<file path="src/rtl/cpu_defs.sv">
// Shared RV32I core definitions: word types, op classes, op enum.
// Imported by every pipeline stage and the branch predictor.
package cpu_defs;

  localparam logic TRUE  = 1'b1;
  localparam logic FALSE = 1'b0;

  typedef logic [31:0] ADDR_TYPE;
  typedef logic [31:0] INST_TYPE;
  typedef logic [3:0]  OP_TYPE;
  typedef logic [5:0]  OPENUM_TYPE;

  localparam OP_TYPE OP_NONE  = 4'd0;
  localparam OP_TYPE OP_RC    = 4'd1;
  localparam OP_TYPE OP_RI    = 4'd2;
  localparam OP_TYPE OP_LD    = 4'd3;
  localparam OP_TYPE OP_ST    = 4'd4;
  localparam OP_TYPE OP_BR    = 4'd5;
  localparam OP_TYPE OP_LUI   = 4'd6;
  localparam OP_TYPE OP_AUIPC = 4'd7;
  localparam OP_TYPE OP_JAL   = 4'd8;
  localparam OP_TYPE OP_JALR  = 4'd9;

  localparam logic [6:0] OPC_LUI   = 7'b0110111;
  localparam logic [6:0] OPC_AUIPC = 7'b0010111;
  localparam logic [6:0] OPC_JAL   = 7'b1101111;
  localparam logic [6:0] OPC_JALR  = 7'b1100111;
  localparam logic [6:0] OPC_BR    = 7'b1100011;
  localparam logic [6:0] OPC_LD    = 7'b0000011;
  localparam logic [6:0] OPC_ST    = 7'b0100011;
  localparam logic [6:0] OPC_RI    = 7'b0010011;
  localparam logic [6:0] OPC_RC    = 7'b0110011;

  typedef enum logic [5:0] {
    OPENUM_NOP,
    OPENUM_LUI, OPENUM_AUIPC, OPENUM_JAL, OPENUM_JALR,
    OPENUM_BEQ, OPENUM_BNE, OPENUM_BLT,
    OPENUM_BGE, OPENUM_BLTU, OPENUM_BGEU,
    OPENUM_LB, OPENUM_LH, OPENUM_LW,
    OPENUM_LBU, OPENUM_LHU,
    OPENUM_SB, OPENUM_SH, OPENUM_SW,
    OPENUM_ADDI, OPENUM_SLTI, OPENUM_SLTIU,
    OPENUM_XORI, OPENUM_ORI, OPENUM_ANDI,
    OPENUM_SLLI, OPENUM_SRLI, OPENUM_SRAI,
    OPENUM_ADD, OPENUM_SUB, OPENUM_SLL,
    OPENUM_SLT, OPENUM_SLTU, OPENUM_XOR,
    OPENUM_SRL, OPENUM_SRA, OPENUM_OR,
    OPENUM_AND
  } openum_e;

  typedef struct packed {
    ADDR_TYPE   pc;
    INST_TYPE   inst;
    OP_TYPE     op_type;
    OPENUM_TYPE op;
  } fifo_ent_t;

endpackage

</file>
<file path="src/rtl/inst_predecode.sv">
// Combinational RV32I predecode: class, exact op, JAL detect and offset.
// Shared between the fetch stage and the branch predictor.
module inst_predecode
  import cpu_defs::*;
(
  input  logic [31:0] inst,
  output logic [3:0]  op_type,
  output logic [5:0]  op,
  output logic        is_jal,
  output logic [31:0] jimm
);

  logic [6:0] opc;
  logic [2:0] f3;
  logic       f7b;
  logic       unused_rd;

  assign opc       = inst[6:0];
  assign f3        = inst[14:12];
  assign f7b       = inst[30];
  assign unused_rd = ^inst[11:7];

  assign is_jal = (opc == OPC_JAL);
  assign jimm   = {{11{inst[31]}}, inst[31],
                   inst[19:12], inst[20],
                   inst[30:21], 1'b0};

  always_comb begin
    op_type = OP_NONE;
    unique case (1'b1)
      (opc == OPC_RC):    op_type = OP_RC;
      (opc == OPC_RI):    op_type = OP_RI;
      (opc == OPC_BR):    op_type = OP_BR;
      (opc == OPC_LD):    op_type = OP_LD;
      (opc == OPC_ST):    op_type = OP_ST;
      (opc == OPC_LUI):   op_type = OP_LUI;
      (opc == OPC_AUIPC): op_type = OP_AUIPC;
      (opc == OPC_JAL):   op_type = OP_JAL;
      (opc == OPC_JALR):  op_type = OP_JALR;
      default:            op_type = OP_NONE;
    endcase
  end

  always_comb begin
    op = OPENUM_NOP;
    case (opc)
      OPC_LUI:   op = OPENUM_LUI;
      OPC_AUIPC: op = OPENUM_AUIPC;
      OPC_JAL:   op = OPENUM_JAL;
      OPC_JALR:  if (f3 == 3'd0) op = OPENUM_JALR;
      OPC_BR: case (f3)
        3'd0: op = OPENUM_BEQ;
        3'd1: op = OPENUM_BNE;
        3'd4: op = OPENUM_BLT;
        3'd5: op = OPENUM_BGE;
        3'd6: op = OPENUM_BLTU;
        3'd7: op = OPENUM_BGEU;
        default: op = OPENUM_NOP;
      endcase
      OPC_LD: case (f3)
        3'd0: op = OPENUM_LB;
        3'd1: op = OPENUM_LH;
        3'd2: op = OPENUM_LW;
        3'd4: op = OPENUM_LBU;
        3'd5: op = OPENUM_LHU;
        default: op = OPENUM_NOP;
      endcase
      OPC_ST: case (f3)
        3'd0: op = OPENUM_SB;
        3'd1: op = OPENUM_SH;
        3'd2: op = OPENUM_SW;
        default: op = OPENUM_NOP;
      endcase
      OPC_RI: case (f3)
        3'd0: op = OPENUM_ADDI;
        3'd1: op = OPENUM_SLLI;
        3'd2: op = OPENUM_SLTI;
        3'd3: op = OPENUM_SLTIU;
        3'd4: op = OPENUM_XORI;
        3'd5: op = f7b ? OPENUM_SRAI : OPENUM_SRLI;
        3'd6: op = OPENUM_ORI;
        default: op = OPENUM_ANDI;
      endcase
      // only ADD/SUB and SRL/SRA use funct7[5]; elsewhere it must be 0
      OPC_RC: case (f3)
        3'd0: op = f7b ? OPENUM_SUB : OPENUM_ADD;
        3'd5: op = f7b ? OPENUM_SRA : OPENUM_SRL;
        3'd1: if (!f7b) op = OPENUM_SLL;
        3'd2: if (!f7b) op = OPENUM_SLT;
        3'd3: if (!f7b) op = OPENUM_SLTU;
        3'd4: if (!f7b) op = OPENUM_XOR;
        3'd6: if (!f7b) op = OPENUM_OR;
        default: if (!f7b) op = OPENUM_AND;
      endcase
      default: op = OPENUM_NOP;
    endcase
  end

endmodule

</file>
<file path="src/rtl/inst_fetcher.sv">
// Fetch stage: PC, single outstanding memory request, predecoded FIFO.
// Redirects on JAL and on commit flush.
module inst_fetcher
  import cpu_defs::*;
#(
  parameter int          QUEUE_DEPTH = 4,
  parameter logic [31:0] RESET_PC    = 32'h0
) (
  input  logic        clk_in,
  input  logic        rst_in,
  input  logic        rdy_in,
  output logic        if_to_mem_req,
  output logic [31:0] if_to_mem_addr,
  input  logic        mem_to_if_valid,
  input  logic [31:0] mem_to_if_inst,
  input  logic        stall_in,
  input  logic        flush_in,
  input  logic [31:0] flush_PC,
  output logic        if_to_dc_ready,
  output logic [31:0] if_to_dc_PC,
  output logic [31:0] if_to_dc_inst,
  output logic [3:0]  if_to_dc_opType,
  output logic [5:0]  if_to_dc_op
);

  localparam int PW = $clog2(QUEUE_DEPTH);
  localparam logic [PW:0] DEPTH_C = (PW+1)'(QUEUE_DEPTH);

  typedef enum logic [1:0] {IDLE, WAIT, DISCARD} state_e;

  state_e    state;
  ADDR_TYPE  fetch_pc;
  fifo_ent_t fifo_q [QUEUE_DEPTH];
  logic [PW-1:0] head;
  logic [PW-1:0] tail;
  logic [PW:0]   count;

  logic       empty;
  logic       has_space;
  logic       push;
  logic       pop;
  fifo_ent_t  head_ent;
  OP_TYPE     pd_op_type;
  OPENUM_TYPE pd_op;
  logic       pd_is_jal;
  ADDR_TYPE   pd_jimm;

  inst_predecode u_pd (
    .inst    (mem_to_if_inst),
    .op_type (pd_op_type),
    .op      (pd_op),
    .is_jal  (pd_is_jal),
    .jimm    (pd_jimm)
  );

  assign empty     = (count == '0);
  assign has_space = (count < DEPTH_C);
  assign push      = rdy_in && (state == WAIT)
                   && mem_to_if_valid && !flush_in;
  assign pop       = if_to_dc_ready;

  assign if_to_dc_ready = !empty && !stall_in
                        && rdy_in && !flush_in;
  assign head_ent       = empty ? '0 : fifo_q[head];
  assign if_to_dc_PC     = head_ent.pc;
  assign if_to_dc_inst   = head_ent.inst;
  assign if_to_dc_opType = head_ent.op_type;
  assign if_to_dc_op     = head_ent.op;

  always_ff @(posedge clk_in or negedge rst_in) begin
    if (!rst_in) begin
      state          <= IDLE;
      fetch_pc       <= RESET_PC;
      if_to_mem_req  <= FALSE;
      if_to_mem_addr <= '0;
    end else if (rdy_in) begin
      unique case (state)
        IDLE: begin
          if (flush_in) begin
            fetch_pc <= flush_PC;
          end else if (has_space) begin
            if_to_mem_req  <= TRUE;
            if_to_mem_addr <= fetch_pc;
            state          <= WAIT;
          end
        end
        WAIT: begin
          if (flush_in) begin
            fetch_pc <= flush_PC;
            if (mem_to_if_valid) begin
              if_to_mem_req <= FALSE;
              state         <= IDLE;
            end else begin
              state <= DISCARD;
            end
          end else if (mem_to_if_valid) begin
            if_to_mem_req <= FALSE;
            state         <= IDLE;
            fetch_pc      <= fetch_pc
                           + (pd_is_jal ? pd_jimm : 32'd4);
          end
        end
        // the stale request must complete before a new one may issue
        DISCARD: begin
          if (flush_in) fetch_pc <= flush_PC;
          if (mem_to_if_valid) begin
            if_to_mem_req <= FALSE;
            state         <= IDLE;
          end
        end
        default: state <= IDLE;
      endcase
    end
  end

  always_ff @(posedge clk_in or negedge rst_in) begin
    if (!rst_in) begin
      head  <= '0;
      tail  <= '0;
      count <= '0;
      for (int i = 0; i < QUEUE_DEPTH; i++)
        fifo_q[i] <= '0;
    end else if (rdy_in) begin
      if (flush_in) begin
        head  <= '0;
        tail  <= '0;
        count <= '0;
      end else begin
        if (push) begin
          fifo_q[tail] <= '{pc:      fetch_pc,
                            inst:    mem_to_if_inst,
                            op_type: pd_op_type,
                            op:      pd_op};
          tail <= tail + PW'(1);
        end
        if (pop) head <= head + PW'(1);
        if (push && !pop)
          count <= count + (PW+1)'(1);
        else if (pop && !push)
          count <= count - (PW+1)'(1);
      end
    end
  end

endmodule

</file>
<file path="config.mk">
export PLATFORM = sky130hd
export DESIGN_NAME = inst_fetcher
export DESIGN_NICKNAME = d
export VERILOG_FILES = /design/src/rtl/cpu_defs.sv /design/src/rtl/inst_predecode.sv /design/src/rtl/inst_fetcher.sv
export SDC_FILE = /design/constraint.sdc
export NUM_CORES = 1
export LEC_CHECK = 0
export ABC_CLOCK_PERIOD_IN_PS = 3600
export BUFFER_PORTS_ARGS = -buffer_cell sky130_fd_sc_hd__buf_2
export CAP_MARGIN = 20
export CORE_UTILIZATION = 62
export CTS_BUF_LIST = sky130_fd_sc_hd__clkbuf_2 sky130_fd_sc_hd__clkbuf_4 sky130_fd_sc_hd__clkbuf_8
export DETAILED_ROUTE_END_ITERATION = 6
export PLACE_DENSITY = 0.94
export SLEW_MARGIN = 40
export SYNTH_ARGS = -nofsm -noshare
export SYNTH_HDL_FRONTEND = slang
export SYNTH_SLANG_ARGS = --single-unit
</file>
<file path="constraint.sdc">
create_clock -name clk_in -period 3.6 [get_ports clk_in]
set_input_delay 0.18 -clock clk_in [delete_from_list [all_inputs] [get_ports clk_in]]
set_output_delay 0.18 -clock clk_in [all_outputs]
set_load 0.02 [all_outputs]
</file>
# --- Yosys cells after proc, flatten, opt, wreduce, memory -nomap -nowiden ---
# Cells that the tools add are included.
word_totals:
  reg_bits: 370
  latchBits: 0
  mem_bits_rw: 0
  rom_bits: 0
  inputBits: 70
  out_inout_bits: 108
  n_memories: 0
classes:
  n_addsub: 5
  multipliers: 0
  div_mod_pow: 0
  order_cmp: 4
  n_eq_ne: 23
  shift: 0
  muxes: 46
  bitwise_logic: 3
  reduce_logical: 32
op_table:
  columns: ["operator", "n"]
  rows:
  - ["296-bit bitwise mux", 1]
  - ["74-bit two-way mux", 4]
  - ["74-bit binary-select mux with 2-bit select", 1]
  - ["74-bit demux with 2-bit select", 1]
  - ["32-bit two-way mux", 4]
  - ["6-bit case mux with 7 select lines", 2]
  - ["32-bit case mux with 2 select lines", 1]
  - ["6-bit case mux with 9 select lines", 1]
  - ["4-bit case mux with 9 select lines", 1]
  - ["32-bit adder", 1]
  - ["6-bit two-way mux", 4]
  - ["4-bit case mux with 6 select lines", 1]
  - ["7-bit by 6-bit == test with 1-bit output, second input constant", 3]
  - ["7-bit == test, second input constant", 3]
  - ["4-bit case mux with 5 select lines", 1]
  - ["2-bit two-way mux", 9]
  - ["5-bit case mux with 3 select lines", 1]
  - ["7-bit by 5-bit == test with 1-bit output, second input constant", 2]
  - ["3-bit == test, second input constant", 4]
  - ["3-bit two-way mux", 4]
  - ["5-bit two-way mux", 2]
  - ["1-bit logical AND", 9]
  - ["4-bit AND reduction", 2]
  - ["2-bit nonzero test", 4]
  - ["27 further kinds", 47]

# --- Logic depth before layout (Yosys ltp) ---
# Gate-level depths: netlist of the first run.
logic_depth:
  ltp_word: 9
  depth_mapped: 15

# --- Modules after synthesis ---
# Synthesis of the first run repeated with hierarchy kept, for this count alone.
hier_totals:
  cells_unflattened: 1510
  hier_area_um2: 19177.1
by_module_without_submodules:
  columns: ["mod", "instances", "cells_each", "area_per_inst_um2"]
  rows:
  - ["inst_fetcher", 1, 1375, 18285.0]
  - ["inst_predecode", 1, 135, 892.1]

# --- Worst setup path after synthesis of the first run ---
# OpenSTA, ideal clock, no wires.
synth_timing:
  path_type: "input to register"
  startpoint: "input port mem_to_if_inst[2]"
  endpoint: "register fetch_pc[30]"
  t_arrival_ns: 3.086
  path_slack_ns: 0.419
  path_stages: 15
  n_path_buf: 3
  path_cell_list: "buf_2 > nand3_1 > nor3_2 > clkbuf_1 > clkbuf_1 > and2_1 > ha_1 > a21oi_2 > o211ai_1 > and4_1 > nor4b_1 > nor4b_1 > a2111oi_0 > a211oi_1 > o31ai_1"
synth_via:
  elab_chain_len: 6
synth_rtl:
  columns: ["item", "line", "rtl"]
  rows:
  - ["start: declaration", "inst_fetcher.sv:15", "input logic [31:0] mem_to_if_inst,"]
  - ["7-bit == test", "inst_predecode.sv:23", "assign is_jal = (opc == OPC_JAL);"]
  - ["32-bit two-way mux", "inst_fetcher.sv:100", "+ (pd_is_jal ? pd_jimm : 32'd4);"]
  - ["32-bit adder", "inst_fetcher.sv:100", null]
  - ["32-bit two-way mux", "inst_fetcher.sv:96", "end else if (mem_to_if_valid) begin"]
  - ["32-bit two-way mux", "inst_fetcher.sv:88", "if (flush_in) begin"]
  - ["32-bit case mux with 2 select lines", "inst_fetcher.sv:77", "unique case (state)"]
  - ["end signal: assignment", "inst_fetcher.sv:80", "fetch_pc <= flush_PC;"]
  - ["end signal: assignment", "inst_fetcher.sv:89", "fetch_pc <= flush_PC;"]
  - ["end signal: assignment", "inst_fetcher.sv:99", "fetch_pc <= fetch_pc"]
  - ["end: declaration", "inst_fetcher.sv:32", "ADDR_TYPE fetch_pc;"]
# Every way passes these cells. The select of a mux whose other input is x is not followed.
# A chain may end at the register's enable or synchronous reset.

# --- Worst setup path in the final report of the first run ---
layout_timing:
  startpoint: "input port mem_to_if_inst[1]"
  endpoint: "register fetch_pc[25]"
# Same word-level chain as after synthesis.

==> impl_metrics.json, run 1 <==
{
  "status": "complete, no violations",
  "synth-async-reset-ratio_pct": 100,
  "reg2reg_slack_ns": 0.64,
  "clk_latency_ns": 0.62,
  "powerDensity_nw_per_um2": 788,
  "end_kind": "flip-flop",
  "drive_above_1_share_pct": 39.8,
  "synth_top_area_share_pct": 49.9,
  "hp-class": "in2reg",
  "timing.fmax_mhz": 295,
  "setup_viol": 0,
  "antenna_found_initial": 1,
  "synth_fp_nets": 1602,
  "period_minus_slack_ns": 3.38,
  "synth-xor-area-share_pct": 0.708,
  "drtAntennaViolNets": 0,
  "synth_top_family_by_area": "multiplexers",
  "maxSlewViolCount": 0,
  "synthFlopType": "dfrtp_1",
  "rr_worst_depth": 11,
  "multiInputGateArea_um2": 8890,
  "place.gp.congestion": 0.926,
  "numCtsBuffers": 58,
  "ys_ff_latch": 370,
  "p_leak_nw": 10.4,
  "cp.arrival_ns": 3.91,
  "period_share_pct": 94.0,
  "critPathLaunchType": "input port",
  "overflow": 0,
  "muxShareOfSynthArea_pct": 27.3,
  "seqCellArea_um2": 9270,
  "synth.most_common_cell": "dfrtp_1",
  "die_area_um2": 30600,
  "maxCapViolCount": 0,
  "synth-compound-area-share_pct": 7.00,
  "synth-simple-area-share_pct": 10.5,
  "ys_types": 71,
  "drt_pass1_iterations": 5,
  "final_core_util_pct": 75.1,
  "placed_area_um2": 19900,
  "totalWireLength_mm": 48.3,
  "worstHoldPathCells": 4,
  "grt_pass1_vias": 14220,
  "io_buffers": 177,
  "clock_path_buffers": 3,
  "start_util_pct": 63.8,
  "yosysTopAreaCell": "dfrtp_1",
  "power_mw": 17.2,
  "yosys_warnings": 0,
  "drt-initial-drc-count": 1166,
  "num_io_pins": 178,
  "drc_errors": 0,
  "hpwlAfterDp_mm": 29.5,
  "synth_edf_count": 0,
  "path_clk_slew_ns": 0.06,
  "min_to": "fetch_pc[23]$_DFFE_PN0P_",
  "hold_viol": 0,
  "synth_area_um2": 18600,
  "hp-start": "flush_PC[23]",
  "worst-path-max-fanout": 19,
  "synth.top_cells.by_area": "dfrtp_1 50%, mux2_2 17%, mux4_2 9.0%",
  "postSynthCellCount": 1503,
  "grt_usage_pct": 32.4,
  "syn_to_final_growth_pct": 17.6,
  "avgViaCountPerCell": 6.36,
  "num-fill-cells": 1733,
  "worstMarginPinSlew_ns": 0.737,
  "root_buffer": "clkbuf_8",
  "max_slew_margin_pct": 50.9,
  "wl_per_cell_um": 22.5,
  "ys_top_cells_by_count": "370 x dfrtp_1, 286 x mux2_2, 116 x nand2_1",
  "tritoncts": "built",
  "clock_sinks": 370,
  "h-tree-depth": 2,
  "r2r_end": "fetch_pc[25]$_DFFE_PN0P_",
  "r2r-start": "fetch_pc[1]$_DFFE_PN0P_",
  "final_area_um2": 21800,
  "vias": 13683,
  "rows": 62,
  "grt_max_degree": 92,
  "finClkSkew_ns": 0.0238,
  "syn_area_per_cell_um2": 12.3,
  "grt_pass1_wl_mm": 77.4,
  "yosysSeqAreaShare_pct": 49.9,
  "synthAdderAreaFrac_pct": 2.04,
  "path_class": "in2reg",
  "ir_drop_mv": 0.559,
  "die_y_um": 175,
  "core_um2": 29100,
  "die_w_um": 175,
  "crit_required_ns": 4.12,
  "fin_nets": 1826
}
## placed cells by master (no fill, tap or decap), types with 21 or more instances in the layout
cell type        n
mux2_2         286
dlygate4sd3_1   58
a21oi_1         46
buf_2          176
nor2_1          53
nor2b_1         80
clkbuf_8        78
nor3_1          31
dfrtp_1        368
buf_4           31
nand2_1        112
mux4_2          74
and2_1          21
o21ai_0         64
ha_1            27
## per-layer routing
metal | GRT usage, % | wire length (µm) | up-vias
li1 | - | - | 5937
met1 | 42.5 | 18700 | 6884
met2 | 53.1 | 23900 | 722
met3 | 6.55 | 3890 | 140
met4 | 13.1 | 1840 | 0
met5 | 0 | 0 | -
## how the worst max path moves through the flow
stage / from / end / slack (ns)
after floorplan: mem_to_if_inst[2] / fetch_pc[30]$_DFFE_PN0P_ / 0.42
after global placement: mem_to_if_inst[4] / fetch_pc[30]$_DFFE_PN0P_ / 0.11
after detailed placement: mem_to_if_inst[4] / fetch_pc[30]$_DFFE_PN0P_ / 0.01
after CTS: mem_to_if_inst[1] / fetch_pc[30]$_DFFE_PN0P_ / 0.22
after global routing: mem_to_if_inst[0] / fetch_pc[25]$_DFFE_PN0P_ / -0.03
final: mem_to_if_inst[1] / fetch_pc[25]$_DFFE_PN0P_ / 0.22
## repair_timing
item,4_1_cts,5_1_grt
hold endpoints to repair,420,0
gates resized for setup,0,3
endpoints found under the setup margin,0,3
setup buffers,0,5
hold buffers,58,0
## metrics by stage
step	hold WS, ns	setup slack [ns]	cells	TNS (ns)
after CTS	0.00285	0.222	2146	0
after floorplan	-0.116	0.419	1503	0
final	0.0291	0.216	2152	0
after global placement	0.297	0.115	1987	0
after detailed placement	0.0800	0.0138	1988	0
after global routing	0.0350	-0.0273	2152	-0.0273
## cell families (layout without fill, tap and decap cells)
| family | count (synthesis) | count (layout) |
|---|---|---|
| AND/OR/NAND/NOR | 383 | 383 |
| multiplexers | 377 | 377 |
| flip-flops | 370 | 370 |
| AO/OA/AOI/OAI | 204 | 204 |
| buffers and inverters | 125 | 389 |
| adder cells (fa/ha/maj) | 29 | 29 |
| XOR/XNOR | 15 | 15 |
| other | 0 | 1 |
## power breakdown
| group | leakage, nW | internal, mW | switching, mW | total, mW |
|---|---|---|---|---|
| sequential | 4.86 | 5.56 | 1.41 | 6.97 |
| combinational | 4.83 | 3.07 | 3.33 | 6.40 |
| clock | 0.669 | 2.19 | 1.65 | 3.84 |
## layout make-up
cell class / count / share of cell area [%]
Clock buffer: 91 / 5.36
Timing Repair Buffer: 274 / 8.56
Multi-Input combinational cell: 1008 / 40.7
Inverter: 15 / 0.258
Antenna cell: 1 / 0.0115
Tap cell: 384 / 2.20
Clock inverter: 9 / 0.458
Sequential cell: 370 / 42.4
## worst max-delay path: stages
cell and delay (ns):
dlygate4sd3_1 0.52, buf_2 0.16, nand3_1 0.15, nor3_2 0.25
buf_4 0.27, and2_1 0.16, ha_1 0.18, fa_1 0.24
a211oi_1 0.09, nor2_1 0.20, o21ai_1 0.15, o31a_1 0.34
o21ai_4 0.27, buf_4 0.17, mux2i_1 0.24, o22ai_1 0.13
a2bb2oi_1 0.20
## sequential cells by signal (all words and copies together), names as in the netlist
register	cells
if_to_mem_addr	32
fetch_pc	32
fifo_q	296
tail	2
if_to_mem_req	1
head	2
state	2
count	3
(Power assumes the default switching activity.)
==> run 2, diff against run 1 <==
Settings changed: ABC_CLOCK_PERIOD_IN_PS 3600 to 4100, CORE_UTILIZATION 62 to 65, PLACE_DENSITY 0.94 to 0.95.
Clock period 3.6 ns to 4.1 ns, I/O delays scaled along.
==> impl_metrics.json, run 2 (synthesized netlist as in run 1, its figures left out) <==
{
  "hp-start": "flush_PC[23]",
  "crit_required_ns": 4.64,
  "rows": 61,
  "h-tree-depth": 2,
  "syn_to_final_growth_pct": 17.4,
  "clock_sinks": 370,
  "hp-class": "in2reg",
  "cp_slowest_cell": "dlygate4sd3_1",
  "status": "complete, no violations",
  "placed_area_um2": 19800,
  "totalWireLength_mm": 50.3,
  "min_to": "fetch_pc[23]$_DFFE_PN0P_",
  "m1WireLength_mm": 18.9,
  "routed.top_layer": "met5",
  "seqCellArea_um2": 9270,
  "slowest_delay_ns": 0.53,
  "grt_max_degree": 85,
  "finClkSkew_ns": 0.0232,
  "route.met2.wl_mm": 24.6,
  "path_class": "in2reg",
  "path_clk_slew_ns": 0.06,
  "fin_ws_ns": 0.690,
  "timing.fmax_mhz": 293,
  "drt-initial-drc-count": 1205,
  "p_leak_nw": 10.3,
  "period_minus_slack_ns": 3.41,
  "root_buffer": "clkbuf_8",
  "die_y_um": 171,
  "num_io_pins": 178,
  "fin_tns_setup_ns": 0,
  "crit_chain": "dlygate4sd3_1, buf_2, nand3_1, nor3_2, buf_4, and2_1, ha_1, fa_1, a211oi_1, nor2_1, o21ai_1, o31a_1, o21ai_4, mux2i_1, or4_1, nand4_1",
  "wl_per_cell_um": 23.5,
  "hpwlAfterDp_mm": 30.3,
  "largest_reg_flops": 296,
  "antenna_found_initial": 1,
  "maxSlewViolCount": 0,
  "hold_viol": 0,
  "num-fill-cells": 1554,
  "regMostFlops": "fifo_q",
  "met3_length_mm": 4.56,
  "end_kind": "flip-flop",
  "maxCapViolCount": 0,
  "place.gp.congestion": 0.977,
  "tritoncts": "built",
  "rsz0062_at_grt": "false",
  "reg2reg_slack_ns": 1.03,
  "critPathLaunchType": "input port",
  "vias": 13942,
  "drtAntennaViolNets": 0,
  "worstHoldPathCells": 4,
  "r2r_end": "fetch_pc[27]$_DFFE_PN0P_",
  "multiInputGateArea_um2": 8880,
  "largestRegisters": "fifo_q x296, fetch_pc x32, if_to_mem_addr x32",
  "cts.repair.resized": 0,
  "drt_pass1_iterations": 6,
  "grt_pass1_vias": 14603,
  "final_area_um2": 21800,
  "final_cell_mix": "368 x dfrtp_1, 286 x mux2_2, 176 x buf_2",
  "rr_worst_depth": 10,
  "core_um2": 27900,
  "fin_nets": 1809,
  "powerDensity_nw_per_um2": 708,
  "grt_pass1_wl_mm": 79.8,
  "io_buffers": 177,
  "n_antenna_cell": 0,
  "avgViaCountPerCell": 6.52,
  "max_slew_margin_pct": 44.8,
  "grt_usage_pct": 35.6,
  "r2r-start": "fetch_pc[1]$_DFFE_PN0P_",
  "clock_path_buffers": 3,
  "drc_errors": 0,
  "numCtsBuffers": 58,
  "whs_ns": 0.0129,
  "drive_above_1_share_pct": 39.5,
  "clk_latency_ns": 0.62,
  "die_w_um": 171,
  "layout_commonest_cell": "dfrtp_1",
  "start_util_pct": 66.4,
  "setup_viol": 0,
  "period_share_pct": 83.2,
  "worstMarginPinSlew_ns": 0.817,
  "worst-path-max-fanout": 21,
  "die_area_um2": 29200,
  "dpl_worst_slack_ns": 0.511,
  "ir_drop_mv": 0.433,
  "overflow": 0,
  "cp.arrival_ns": 3.95
}
-- run 2: what timing repair did --
action,CTS,global route
endpoints found under the hold margin,242,0
hold buffers,57,0
buffers inserted,0,0
setup endpoints to repair,0,0
-- run 2: report_power, final --
group	switching [mW]	internal [mW]	total, mW
sequential	1.27	4.88	6.15
clock	1.50	2.09	3.59
combinational	2.99	2.68	5.67
-- run 2: worst max path at each step --
stage                           start                  endpoint  slack [ns]  cells after the start
global placement    mem_to_if_inst[4]  fetch_pc[27]$_DFFE_PN0P_        0.64                     15
CTS                 mem_to_if_inst[1]  fetch_pc[27]$_DFFE_PN0P_        0.79                     16
detailed placement  mem_to_if_inst[5]  fetch_pc[30]$_DFFE_PN0P_        0.51                     14
finish              mem_to_if_inst[1]  fetch_pc[27]$_DFFE_PN0P_        0.69                     16
floorplan           mem_to_if_inst[2]  fetch_pc[30]$_DFFE_PN0P_        0.89                     15
global route        mem_to_if_inst[1]  fetch_pc[30]$_DFFE_PN0P_        0.46                     15
-- run 2: worst max-delay path, delay by kind of cell --
kind	cells	cell delay, ns
AOI/OAI and AO/OA	4	1.00
adders and majority gates	2	0.64
buffers and inverters	3	0.91
muxes	1	0.18
and+or+nand+nor	6	0.99
-- run 2: area by class of cell --
class / instances / area share (%)
tap: 378 / 2.17
clock buffer: 97 / 5.67
sequential: 370 / 42.5
inverter: 15 / 0.258
multi-input combinational: 1008 / 40.8
clock inverter: 12 / 0.672
timing repair buffer: 257 / 7.92
-- run 2: layer usage --
metal / vias to the layer above / global-route usage (%)
met3: 199 / 8.30
met4: 2 / 16.5
met5: - / 0
met1: 7009 / 45.1
li1: 5896 / -
met2: 836 / 58.4
-- run 2: metrics by stage --
stage	util, %	power, mW	cells
after detailed placement	71.0	11.5	1971
after global placement	70.9	11.2	1970
after floorplan	-	9.69	1503
after CTS	78.0	15.3	2137
final	78.0	15.4	2137
after global routing	78.0	16.1	2137
